$ cat src/rtl/wallace_mac_acc.sv
// wallace_mac_acc
// ----------------------------------------------------------------------------
// Accumulate stage that sits behind the 4x4 Wallace tree multiplier. It takes
// one unsigned 8-bit product per input handshake, sums N_TERMS of them into
// one dot-product result, and keeps that result in a single registered output
// buffer. The buffer applies backpressure to the product source.
//
// Ports
//   clk        rising-edge clock
//   rst_n      asynchronous active-low reset
//   clr        synchronous abort of the partial accumulation
//   in_valid   product beat valid
//   in_ready   stage can accept a product this cycle (combinational)
//   in_prod    unsigned product p[7:0] from the multiplier
//   out_valid  result held in the output register
//   out_ready  consumer accepts the result
//   out_sum    accumulated result, clipped to 2^ACC_W-1
//   out_sat    result was clipped to the maximum value
//
// Handshake: a transfer happens on a rising edge where valid && ready are both
// high. A source holding valid keeps its data stable until that edge. The
// sink's ready may depend combinationally on its own state and on the
// consumer's out_ready. out_valid is registered. Once raised, it stays high
// with stable data until out_ready is seen.
//
// State view: IDLE  = (cnt == 0 && !out_valid)
//             ACCUM = (cnt != 0)
//             HOLD  = (out_valid && !out_ready)
// ----------------------------------------------------------------------------
module wallace_mac_acc #(
  parameter int ACC_W   = 16,
  parameter int N_TERMS = 4
) (
  input  logic             clk,
  input  logic             rst_n,
  input  logic             clr,
  input  logic             in_valid,
  output logic             in_ready,
  input  logic [7:0]       in_prod,
  output logic             out_valid,
  input  logic             out_ready,
  output logic [ACC_W-1:0] out_sum,
  output logic             out_sat
);

  localparam int CNT_W = $clog2(N_TERMS);

  logic [ACC_W-1:0] acc_q, acc_d;
  logic [CNT_W-1:0] cnt_q, cnt_d;
  logic             sat_acc_q, sat_acc_d;
  logic             out_valid_q, out_valid_d;
  logic [ACC_W-1:0] out_sum_q, out_sum_d;
  logic             out_sat_q, out_sat_d;

  logic             hold;
  logic             acc_fire;
  logic             last_beat;
  logic [ACC_W:0]   nxt;
  logic [ACC_W-1:0] clip;
  logic             sat_nxt;

  always_comb begin
    // A pending result with no taker blocks new beats. A draining result
    // does not, so a beat can be accepted in the same cycle the result leaves.
    hold      = out_valid_q && !out_ready;
    in_ready  = !hold && !clr;
    acc_fire  = in_valid && in_ready;
    last_beat = (cnt_q == CNT_W'(N_TERMS - 1));

    // One extra bit holds the carry. acc is at most 2^ACC_W-1 and a product
    // is at most 255, so the top bit is set exactly when the sum overflows.
    nxt = {1'b0, acc_q} + {{(ACC_W - 7){1'b0}}, in_prod};
    if (nxt[ACC_W]) begin
      clip    = '1;
      sat_nxt = 1'b1;
    end else begin
      clip    = nxt[ACC_W-1:0];
      sat_nxt = sat_acc_q;
    end

    acc_d       = acc_q;
    cnt_d       = cnt_q;
    sat_acc_d   = sat_acc_q;
    out_valid_d = out_valid_q;
    out_sum_d   = out_sum_q;
    out_sat_d   = out_sat_q;

    // The drain is applied first. A final beat in the same cycle then
    // re-asserts out_valid with the new result, which replaces the old one
    // with no bubble.
    if (out_valid_q && out_ready) begin
      out_valid_d = 1'b0;
    end

    if (clr) begin
      acc_d     = '0;
      cnt_d     = '0;
      sat_acc_d = 1'b0;
    end else if (acc_fire) begin
      if (last_beat) begin
        out_sum_d   = clip;
        out_sat_d   = sat_nxt;
        out_valid_d = 1'b1;
        acc_d       = '0;
        cnt_d       = '0;
        sat_acc_d   = 1'b0;
      end else begin
        acc_d     = clip;
        sat_acc_d = sat_nxt;
        cnt_d     = cnt_q + CNT_W'(1);
      end
    end
  end

  always_ff @(posedge clk or negedge rst_n) begin
    if (!rst_n) begin
      acc_q       <= '0;
      cnt_q       <= '0;
      sat_acc_q   <= 1'b0;
      out_valid_q <= 1'b0;
      out_sum_q   <= '0;
      out_sat_q   <= 1'b0;
    end else begin
      acc_q       <= acc_d;
      cnt_q       <= cnt_d;
      sat_acc_q   <= sat_acc_d;
      out_valid_q <= out_valid_d;
      out_sum_q   <= out_sum_d;
      out_sat_q   <= out_sat_d;
    end
  end

  assign out_valid = out_valid_q;
  assign out_sum   = out_sum_q;
  assign out_sat   = out_sat_q;

endmodule

$ cat config.mk
export PLATFORM = sky130hd
export DESIGN_NAME = wallace_mac_acc
export DESIGN_NICKNAME = d
export VERILOG_FILES = /design/src/rtl/wallace_mac_acc.sv
export SDC_FILE = /design/constraint.sdc
export NUM_CORES = 1
export LEC_CHECK = 0
export ABC_AREA = 1
export CAP_MARGIN = 20
export CORE_ASPECT_RATIO = 1.4
export CORE_MARGIN = 2
export CORE_UTILIZATION = 59
export DETAILED_ROUTE_END_ITERATION = 12
export GPL_TIMING_DRIVEN = 0
export PLACE_DENSITY_LB_ADDON = 0.08
export SYNTH_ARGS = -nofsm -noshare
export SYNTH_HDL_FRONTEND = slang
export SYNTH_SLANG_ARGS = --single-unit
$ cat constraint.sdc
create_clock -name clk -period 3.7 [get_ports clk]
set_clock_uncertainty 0.05 [all_clocks]
set_input_delay 0.74 -clock clk [delete_from_list [all_inputs] [get_ports clk]]
set_output_delay 0.74 -clock clk [all_outputs]
set_load 0.1 [all_outputs]
======== Yosys cells after proc, flatten, opt, wreduce, memory -nomap -nowiden ========
Cells that the tools add are included.
operators by class
  reductions and logical operators ........ 9
  add/subtract/negate cells ............... 2
  $mul .................................... 0
  bitwise gates (word level) .............. 1
  eq/ne operators ......................... 1
  multiplexer cells ....................... 15
  shifts and indexed selects .............. 0
  divide/modulo/power cells ............... 0
  magnitude comparators ................... 0
operator list
  cell                   count
  $mux W16               4
  $add A16 B8 Y17        1
  $mux W1                8
  $mux W2                3
  $logic_and A1 B1 Y1    4
  $logic_not A1 Y1       3
  $reduce_and A3 Y1      1
  $add A2 B1 Y2 const B  1
  $eq A2 B2 Y1 const B   1
  $reduce_bool A2 Y1     1
  $not A1 Y1             1
storage, ports and cells
  bits in latches ......................... 0
  memory bits (writable) .................. 0
  memories ................................ 0
  output and inout bits ................... 19
  memory bits (read-only) ................. 0
  register bits ........................... 37

======== Logic depth before layout (Yosys ltp) ========
Gate-level depths: netlist (run 1).
  word-level depth ........................ 7
  gate-level depth with buffers ........... 12
  gate-level depth less buffers ........... 12

======== Least setup slack after synthesis (run 1) ========
OpenSTA, ideal clock, no wires.
  path type ............................... register to register
  start ................................... register out_valid_q, in the netlist out_valid
  end ..................................... register out_sat_q, in the netlist out_sat
  arrival time ............................ 2.567 ns
  slack ................................... 0.963 ns
  buffers on the path ..................... 1
  cell stages (with the launch flop) ...... 8
  path through ............................ dfrtp_1 > a21oi_2 > nand2_4 > nor2_4 > inv_2 > buf_2 > nand2_1 > nand2_1
between the ends
  longest elaborated chain between the ends .. 5
RTL lines
  element                      line  source
  start: declaration           51    logic out_valid_q, out_valid_d;
  start signal: assignment     127   out_valid_q <= out_valid_d;
  $logic_and A1 B1 Y1          65    hold = out_valid_q && !out_ready;
  $logic_not A1 Y1             66    in_ready = !hold && !clr;
  $logic_and A1 B1 Y1          66
  via in_ready                 38    output logic in_ready,
  $logic_and A1 B1 Y1          67    acc_fire = in_valid && in_ready;
  $reduce_and A3 Y1 (no line)  --
  end signal: assignment       129   out_sat_q <= out_sat_d;
  end: declaration             53    logic out_sat_q, out_sat_d;
The timed path passes the listed nets, and every way through them passes these cells.
A chain may end at the register's enable or synchronous reset.

======== Final worst setup path (run 1) ========
  start ................................... input port out_ready
  end ..................................... output port in_ready
between the ends
  longest elaborated chain between the ends .. 4
RTL lines
  element              line  source
  start: declaration   41    input logic out_ready,
  $logic_not A1 Y1     65
  $logic_and A1 B1 Y1  65
  $logic_not A1 Y1     66
  $logic_and A1 B1 Y1  66
  end: declaration     38
Every way passes these cells.

==> results of run 1 <==
## synthesized netlist by cell type, types with 2 or more instances
cell type,n
nand2_1,152
dfrtp_1,37
inv_1,29
nand3_1,22
nor2_1,13
ha_1,9
nand3_2,6
o21ai_0,4
buf_2,3
inv_2,3
nand2_2,3
or2_2,3
a21oi_1,2
a21oi_2,2
nand2_4,2
nand3b_1,2
nor2_4,2
## per-layer routing
| layer | global-route usage | vias up | share of wire | wire, µm |
|---|---|---|---|---|
| met5 | 0 | - | 0 | 0 |
| met4 | 0.1167 | 0 | 0.030 | 142 |
| met3 | 0.04047 | 11 | 0.029 | 140 |
| met2 | 0.4318 | 36 | 0.51 | 2457 |
| met1 | 0.2919 | 921 | 0.43 | 2067 |
| li1 | - | 1033 | - | - |
## area by class of cell
cell class	count	area [µm²]	share of cell area
clock buffers	5	68.82	0.02563
clock inverters	3	21.27	0.007922
well taps	42	52.55	0.01957
repair buffers	31	305.3	0.1137
flip-flops and latches	37	925.9	0.3448
plain buffers	5	33.78	0.01258
multi-input cells	235	1157	0.4310
inverters	32	120.1	0.04473
## where the power goes
group	total, µW	switching, µW	internal, µW
sequential	485	30.2	455
combinational	561	412	149
clock	292	158	134
## cells by family after synthesis
group                      share of synthesized area
and+or+nand+nor                               0.4161
buffers and inverters                        0.06879
DFF                                           0.4139
AOI/OAI and AO/OA                            0.03804
adders and majority gates                    0.05929
xor gates and xnor gates                    0.003916
## worst register-to-register path, cell delays in order, from the launching register on
cell and delay (ns):
dfrtp_1 0.39, ha_1 0.22, fa_1 0.40, nand2_1 0.10, nand2_1 0.09, nand3_1 0.14
nand2_2 0.12, nand2_4 0.13, buf_6 0.18, nand3_2 0.11, nand2_1 0.07, nand2_1 0.05
## sequential cells by signal, summed over array words and instances (netlist names)
| name | flops |
|---|---|
| out_valid | 1 |
| cnt_q | 2 |
| out_sat | 1 |
| sat_acc_q | 1 |
| acc_q | 16 |
| out_sum | 16 |
## stage by stage
stage | cell area [µm²] | setup WS (ns) | utilization | total power, µW
finish | 2685 | 0.3195 | 0.7370 | 1338
global route | 2685 | 0.2614 | 0.7370 | 1406
CTS | 2685 | 0.3103 | 0.7370 | 1348
detailed placement | 2595 | 0.3054 | 0.7122 | 1055
global placement | 2600 | 0.3109 | 0.7136 | 1046
floorplan | 2237 | 0.9631 | - | 914.8
## layout by cell type, fill, tap and decap left out, types with 3 or more instances in the layout
cell             count
buf_2                4
clkbuf_8             5
clkdlybuf4s50_1     30
dfrtp_1             37
ha_1                 9
inv_1               29
inv_2                3
nand2_1            152
nand2_2              3
nand3_1             22
nand3_2              6
nor2_1              13
o21ai_0              4
or2_2                3
## how the worst max path moves through the flow
stage	endpoint	slack, ns	from	cells past startpoint
6_report	in_ready	0.32	out_ready	4
5_1_grt	in_ready	0.26	out_ready	4
4_1_cts	in_ready	0.31	out_ready	4
3_5_place_dp	in_ready	0.31	out_ready	4
3_3_place_gp	in_ready	0.31	out_ready	4
2_1_floorplan	out_sat	0.96	out_valid	7
==> impl_metrics.ini, run 1 <==
[synthesis]
synthFlopType = dfrtp_1
yosysWarnings = 0
ys_top_cells_by_area = dfrtp_1 (41%), nand2_1 (26%), ha_1 (5.0%)
syn_inst = 309
yosysTopAreaCell = dfrtp_1
ys_async_sr_fraction = 1.000
syn_area_per_cell_um2 = 7.240
synth_seq_cells = 37
synth-edff-count = 0
synth_fp_nets = 332
synth_top_area_frac = 0.4139
ys_types = 32
syn_area_mm2 = 0.002237
ys_seq_area_frac = 0.4139

[final_layout]
nNetsFinal = 370
antenna_cells = 0
synthToLayoutAreaGrowth_pct = 20.02
nFillCells = 310
fin_cells = 390
drive_gt1_frac = 0.1092

[detailed_routing]
drt-total-wl_um = 4807
vias = 2001
dr.first_iter.drc_count = 68
wl_per_cell_um = 12.33
antenna_left = 0
avgViaCountPerCell = 5.131
dr.pass1.iters = 4
post-route-drc-count = 0

[floorplan]
ios = 32
die_h_um = 76.86
die_w_um = 56.04
coreArea_mm2 = 0.003643
rows = 26
dieArea_mm2 = 0.004307
initial_utilization = 0.6140

[job]
drv_cap = 0

[pwr]
pwr_density_cell_mw_per_mm2 = 498.3
ir_worst_vdd_mv = 0.6328
leakage_uw = 0.001503

[critical_path]
r2r-end = acc_q[4]
critPathTopFamily = buffers and inverters
crit_chain = clkdlybuf4s50_1 -> inv_1 -> a21oi_2 -> clkdlybuf4s50_1
arrival_ns = 2.59
crit_path_end_kind = primary output
critical_path.max_stage_delay_ns = 1.16
reg2reg_slack_ns = 1.55
cp_max_fo = 2
cp_slowest_cell = clkdlybuf4s50_1
crit_type = in2out
path_buf_inv = 3
crit_top_cell = clkdlybuf4s50_1
start_kind = primary input
rr_startpoint = acc_q[0]
worst-r2r-cell-count = 11
cp.required_ns = 2.91

[min_path]
min_from = out_sum[15]
min_path_type = reg2reg
whs_endpoint = out_sum[15]
hold_depth = 2

[clock_network]
clock_latency_ns = 0.30
cts_sinks = 37
cts_tree = done
clockBufferDepth = 2
cts_resized = 0
htreeDepth = 2
cts_buffers = 5
clk_pin_slew_ns = 0.07
cts_setup_buffers = 0
cts_root_buf = clkbuf_8
cts_hold_buf = 0

[grt]
grt_pass1_wl_um = 8411
track_usage = 0.2475
grt_max_degree = 38
antenna_found_initial = 0
grt-ovfl-total = 0
grt_pass1_vias = 1925

[sta]
finalSetupViolCount = 0
hold_violations = 0
final_max_slew_viol_count = 0
fmax_ghz = 0.2958
final.setup.tns_ns = 0
fin_hold_ws_ns = 0.4323
layout_worst_path_cycle_share = 0.9136
period_needed_ns = 3.380
relSlewSlack = 0.3535
rsz0062_at_grt = false
worstMarginPinSlew_ns = 0.9668

[placed_design]
gp_congestion = 0.9156
dp.cells = 382
port_buffers = 31
dpl.hpwl_um = 3664

[status]
status = completed
Note: power is estimated with default switching activity, not from simulation.
==> inputs of run 2 (changes only) <==
--- a/config.mk
+++ b/config.mk
@@ -7,12 +7,12 @@
 export LEC_CHECK = 0
 export ABC_AREA = 1
 export CAP_MARGIN = 20
-export CORE_ASPECT_RATIO = 1.4
 export CORE_MARGIN = 2
 export CORE_UTILIZATION = 59
 export DETAILED_ROUTE_END_ITERATION = 12
 export GPL_TIMING_DRIVEN = 0
 export PLACE_DENSITY_LB_ADDON = 0.08
+export RECOVER_POWER = 50
 export SYNTH_ARGS = -nofsm -noshare
 export SYNTH_HDL_FRONTEND = slang
 export SYNTH_SLANG_ARGS = --single-unit
==> impl_metrics.ini, run 2 (same netlist as run 1, synthesis figures left out) <==
[status]
status = complete, but fails checks
violations = capacitance limit, slew limit

[floorplan]
coreArea_mm2 = 0.003661
initial_utilization = 0.6111
die_w_um = 65.58
die_h_um = 65.58
rows = 22
dieArea_mm2 = 0.004300
ios = 32

[detailed_routing]
post-route-drc-count = 0
vias = 1973
dr.first_iter.drc_count = 115
wl_per_cell_um = 11.72
dr.pass1.iters = 4
antenna_left = 0
avgViaCountPerCell = 4.982
drt-total-wl_um = 4641

[clock_network]
cts_sinks = 37
clk_pin_slew_ns = 0.07
clock_latency_ns = 0.29
htreeDepth = 2
cts_tree = done
cts_root_buf = clkbuf_8
cts_setup_buffers = 0
cts_hold_buf = 0
cts_resized = 0
clockBufferDepth = 2
cts_buffers = 5

[placed_design]
dpl-instance-area_mm2 = 0.002603
dpl.hpwl_um = 3411
port_buffers = 31
dp.cells = 388
gp_congestion = 0.8907

[final_layout]
multi_input_area_mm2 = 0.001136
antenna_cells = 0
most-common-layout-cells = nand2_1 (154), dfrtp_1 (37), inv_1 (31), clkdlybuf4s50_1 (29), nand3_1 (22)
final_common_cell = nand2_1
nFillCells = 318
drive_gt1_frac = 0.08908
nNetsFinal = 370
fin_cells = 396
stdcell_area_mm2 = 0.002666
seq_area_um2 = 925.9
synthToLayoutAreaGrowth_pct = 19.18

[min_path]
hold_depth = 2
min_path_type = reg2reg

[critical_path]
path_buf_inv = 3
crit_type = in2out
crit_chain = clkdlybuf4s50_1 -> inv_1 -> a21oi_1 -> clkdlybuf4s50_1
worst-r2r-cell-count = 11
cp_slowest_cell = clkdlybuf4s50_1
cp.required_ns = 2.91
critical_path.max_stage_delay_ns = 1.20
cp_max_fo = 2
arrival_ns = 2.70
crit_top_cell = clkdlybuf4s50_1
cp.depth = 4
critPathTopFamily = buffers and inverters
crit_path_end_kind = primary output
start_kind = primary input

[sta]
final.setup.tns_ns = 0
relSlewSlack = -0.2890
rsz0062_at_grt = false
hold_violations = 0
fmax_ghz = 0.2869
worstMarginPinSlew_ns = 1.933
layout_worst_path_cycle_share = 0.9421
final_max_slew_viol_count = 38
finalSetupViolCount = 0
period_needed_ns = 3.486

[job]
drv_cap = 1

[grt]
track_usage = 0.2491
grt-ovfl-total = 0
grt_pass1_wl_um = 8197
grt_max_degree = 38
grt_pass1_vias = 1841
antenna_found_initial = 0

[pwr]
power_uw = 1320
pwr_density_cell_mw_per_mm2 = 495.2
ir_worst_vdd_mv = 0.6097
leakage_uw = 0.001487
==> run 2: metrics by stage <==
stage,hold slack [ns],worst slack (ns),utilization
floorplan,0.3944,0.9631,-
global route,0.4661,0.1291,0.7283
finish,0.4339,0.2144,0.7283
global placement,0.4130,0.3174,0.7122
CTS,0.4390,0.3022,0.7345
detailed placement,0.4153,0.3063,0.7109
==> run 2: worst paths after layout <==
path / slack, ns / to / start
max in group asynchronous: 1.56 / cnt_q[0] / rst_n
worst min register to register: 0.43 / out_sum[4] / out_sum[4]
worst max-delay path: 0.21 / in_ready / out_ready
worst max register to register: 1.43 / out_sum[5] / acc_q[0]
min in group asynchronous: 0.93 / acc_q[4] / rst_n
worst min-delay path: 0.43 / out_sum[4] / out_sum[4]
==> run 2: area by class of cell <==
| type | count | share of cell area |
|---|---|---|
| Multi-Input combinational cell | 235 | 0.4261 |
| Sequential cell | 37 | 0.3473 |
| Timing Repair Buffer | 31 | 0.1140 |
| Inverter | 32 | 0.04505 |
| Clock buffer | 5 | 0.02581 |
| Tap cell | 48 | 0.02252 |
| Buffer | 5 | 0.01267 |
| Clock inverter | 3 | 0.006570 |
==> run 2: routing by layer <==
metal  global-route usage  vias to the layer above  share of wire
met5                    0                        -              0
met4              0.04688                        0         0.0086
met3              0.05822                        5          0.056
met2               0.3878                       49           0.44
met1               0.3596                      883           0.50
li1                     -                     1036              -
==> run 2: power by group <==
group	leakage [µW]	switching (µW)	total, µW	internal (µW)
sequential	0.000501	30.6	486	455
clock	0.0000439	148	278	130
combinational	0.000942	409	556	147
==> run 2: worst register-to-register path, cell delays in order (launching register included) <==
cell	delay, ns
dfrtp_1	0.38
ha_1	0.21
fa_1	0.38
nand2_1	0.10
nand2_1	0.09
nand3_1	0.12
nand2_1	0.12
nand2_1	0.26
buf_6	0.22
nand3_2	0.11
nand2_1	0.07
nand2_1	0.05
==> inputs of run 3 (changes only) <==
--- a/config.mk
+++ b/config.mk
@@ -9,6 +9,7 @@
 export CAP_MARGIN = 20
 export CORE_MARGIN = 2
 export CORE_UTILIZATION = 59
+export CTS_BUF_LIST = sky130_fd_sc_hd__clkbuf_16
 export DETAILED_ROUTE_END_ITERATION = 12
 export GPL_TIMING_DRIVEN = 0
 export PLACE_DENSITY_LB_ADDON = 0.08
==> impl_metrics.ini, run 3 (same netlist as run 1, synthesis figures left out) <==
[clock_network]
cts_buffers = 5
cts_sinks = 37
clockBufferDepth = 2
cts_root_buf = clkbuf_16
cts_tree = done
htreeDepth = 2
cts_resized = 0
clk_pin_slew_ns = 0.05
cts_setup_buffers = 0
clock_latency_ns = 0.28
cts_hold_buf = 0

[grt]
track_usage = 0.2580
grt-ovfl-total = 0
grt_pass1_vias = 1962
antenna_found_initial = 0
grt_pass1_wl_um = 8487
grt_max_degree = 38

[pwr]
power_uw = 1455
pwr_density_cell_mw_per_mm2 = 534.6
ir_worst_vdd_mv = 0.6086
leakage_uw = 0.001521

[sta]
layout_worst_path_cycle_share = 0.9415
rsz0062_at_grt = false
fmax_ghz = 0.2871
period_needed_ns = 3.483
hold_violations = 0
final_max_slew_viol_count = 38
worstMarginPinSlew_ns = 1.936
finalSetupViolCount = 0
final.setup.tns_ns = 0
relSlewSlack = -0.2908

[min_path]
whs_endpoint = out_sum[8]
min_path_type = reg2reg
min_from = out_sum[8]
hold_depth = 2

[final_layout]
most-common-layout-cells = nand2_1 (154), dfrtp_1 (37), inv_1 (31), clkdlybuf4s50_1 (27), nand3_1 (22)
drive_gt1_frac = 0.08908
final_common_cell = nand2_1
nNetsFinal = 370
synthToLayoutAreaGrowth_pct = 21.70
antenna_cells = 0
stdcell_area_mm2 = 0.002723
nFillCells = 301
fin_cells = 396

[critical_path]
cp.required_ns = 2.91
reg2reg_slack_ns = 1.39
cp_max_fo = 2
worst-r2r-cell-count = 11
crit_path_end_kind = primary output
start_kind = primary input
arrival_ns = 2.69
rr_startpoint = acc_q[0]
r2r-end = out_sum[5]
crit_type = in2out

[placed_design]
port_buffers = 31
dp.cells = 388
dpl.hpwl_um = 3411
gp_congestion = 0.8907
dpl-instance-area_mm2 = 0.002603

[floorplan]
die_h_um = 65.58
die_w_um = 65.58
ios = 32
coreArea_mm2 = 0.003661
dieArea_mm2 = 0.004300
initial_utilization = 0.6111
rows = 22

[detailed_routing]
dr.first_iter.drc_count = 110
wl_per_cell_um = 12.20
post-route-drc-count = 0
drt-total-wl_um = 4832
dr.pass1.iters = 5
antenna_left = 0
avgViaCountPerCell = 5.086
vias = 2014

[status]
violations = capacitance limit, slew limit
status = complete, but fails checks

[job]
drv_cap = 1
==> run 3: layout make-up <==
class                      instances  area [µm²]  share of cell area
buffer                             5       33.78             0.01241
clock buffer                       5       125.1             0.04596
inverter                          32       120.1             0.04412
timing repair buffer              31       304.0              0.1117
sequential                        37       925.9              0.3401
multi-input combinational        235        1136              0.4173
tap                               48       60.06             0.02206
clock inverter                     3       17.52            0.006434
==> run 3: where the power goes <==
part	switching, µW	internal [µW]
clock	166	247
sequential	30.0	456
combinational	411	145
==> run 3: routing by layer <==
layer	part of all wire	global-route usage	vias to the layer above
met1	0.47	0.3348	918
met3	0.072	0.07021	8
met2	0.45	0.4273	58
met4	0.013	0.06771	0
met5	0	0	-
li1	-	-	1030
==> run 3: worst max-delay path by stage <==
stage	cells after the start	slack, ns	end	start
6_report	4	0.22	in_ready	out_ready
5_1_grt	4	0.13	in_ready	out_ready
4_1_cts	4	0.30	in_ready	out_ready
3_5_place_dp	4	0.31	in_ready	out_ready
3_3_place_gp	4	0.32	in_ready	out_ready
2_1_floorplan	7	0.96	out_sat	out_valid
==> run 3: worst max-delay path, cell delays in order <==
cell	delay [ns]
clkdlybuf4s50_1	0.45
inv_1	0.05
a21oi_1	0.25
clkdlybuf4s50_1	1.20
==> run 3: stage by stage <==
step / util / hold WS (ns) / setup WS, ns
detailed placement: 0.7109 / 0.4153 / 0.3063
finish: 0.7437 / 0.4253 / 0.2166
floorplan: - / 0.3944 / 0.9631
global route: 0.7437 / 0.4608 / 0.1291
global placement: 0.7122 / 0.4130 / 0.3174
CTS: 0.7498 / 0.4344 / 0.3022
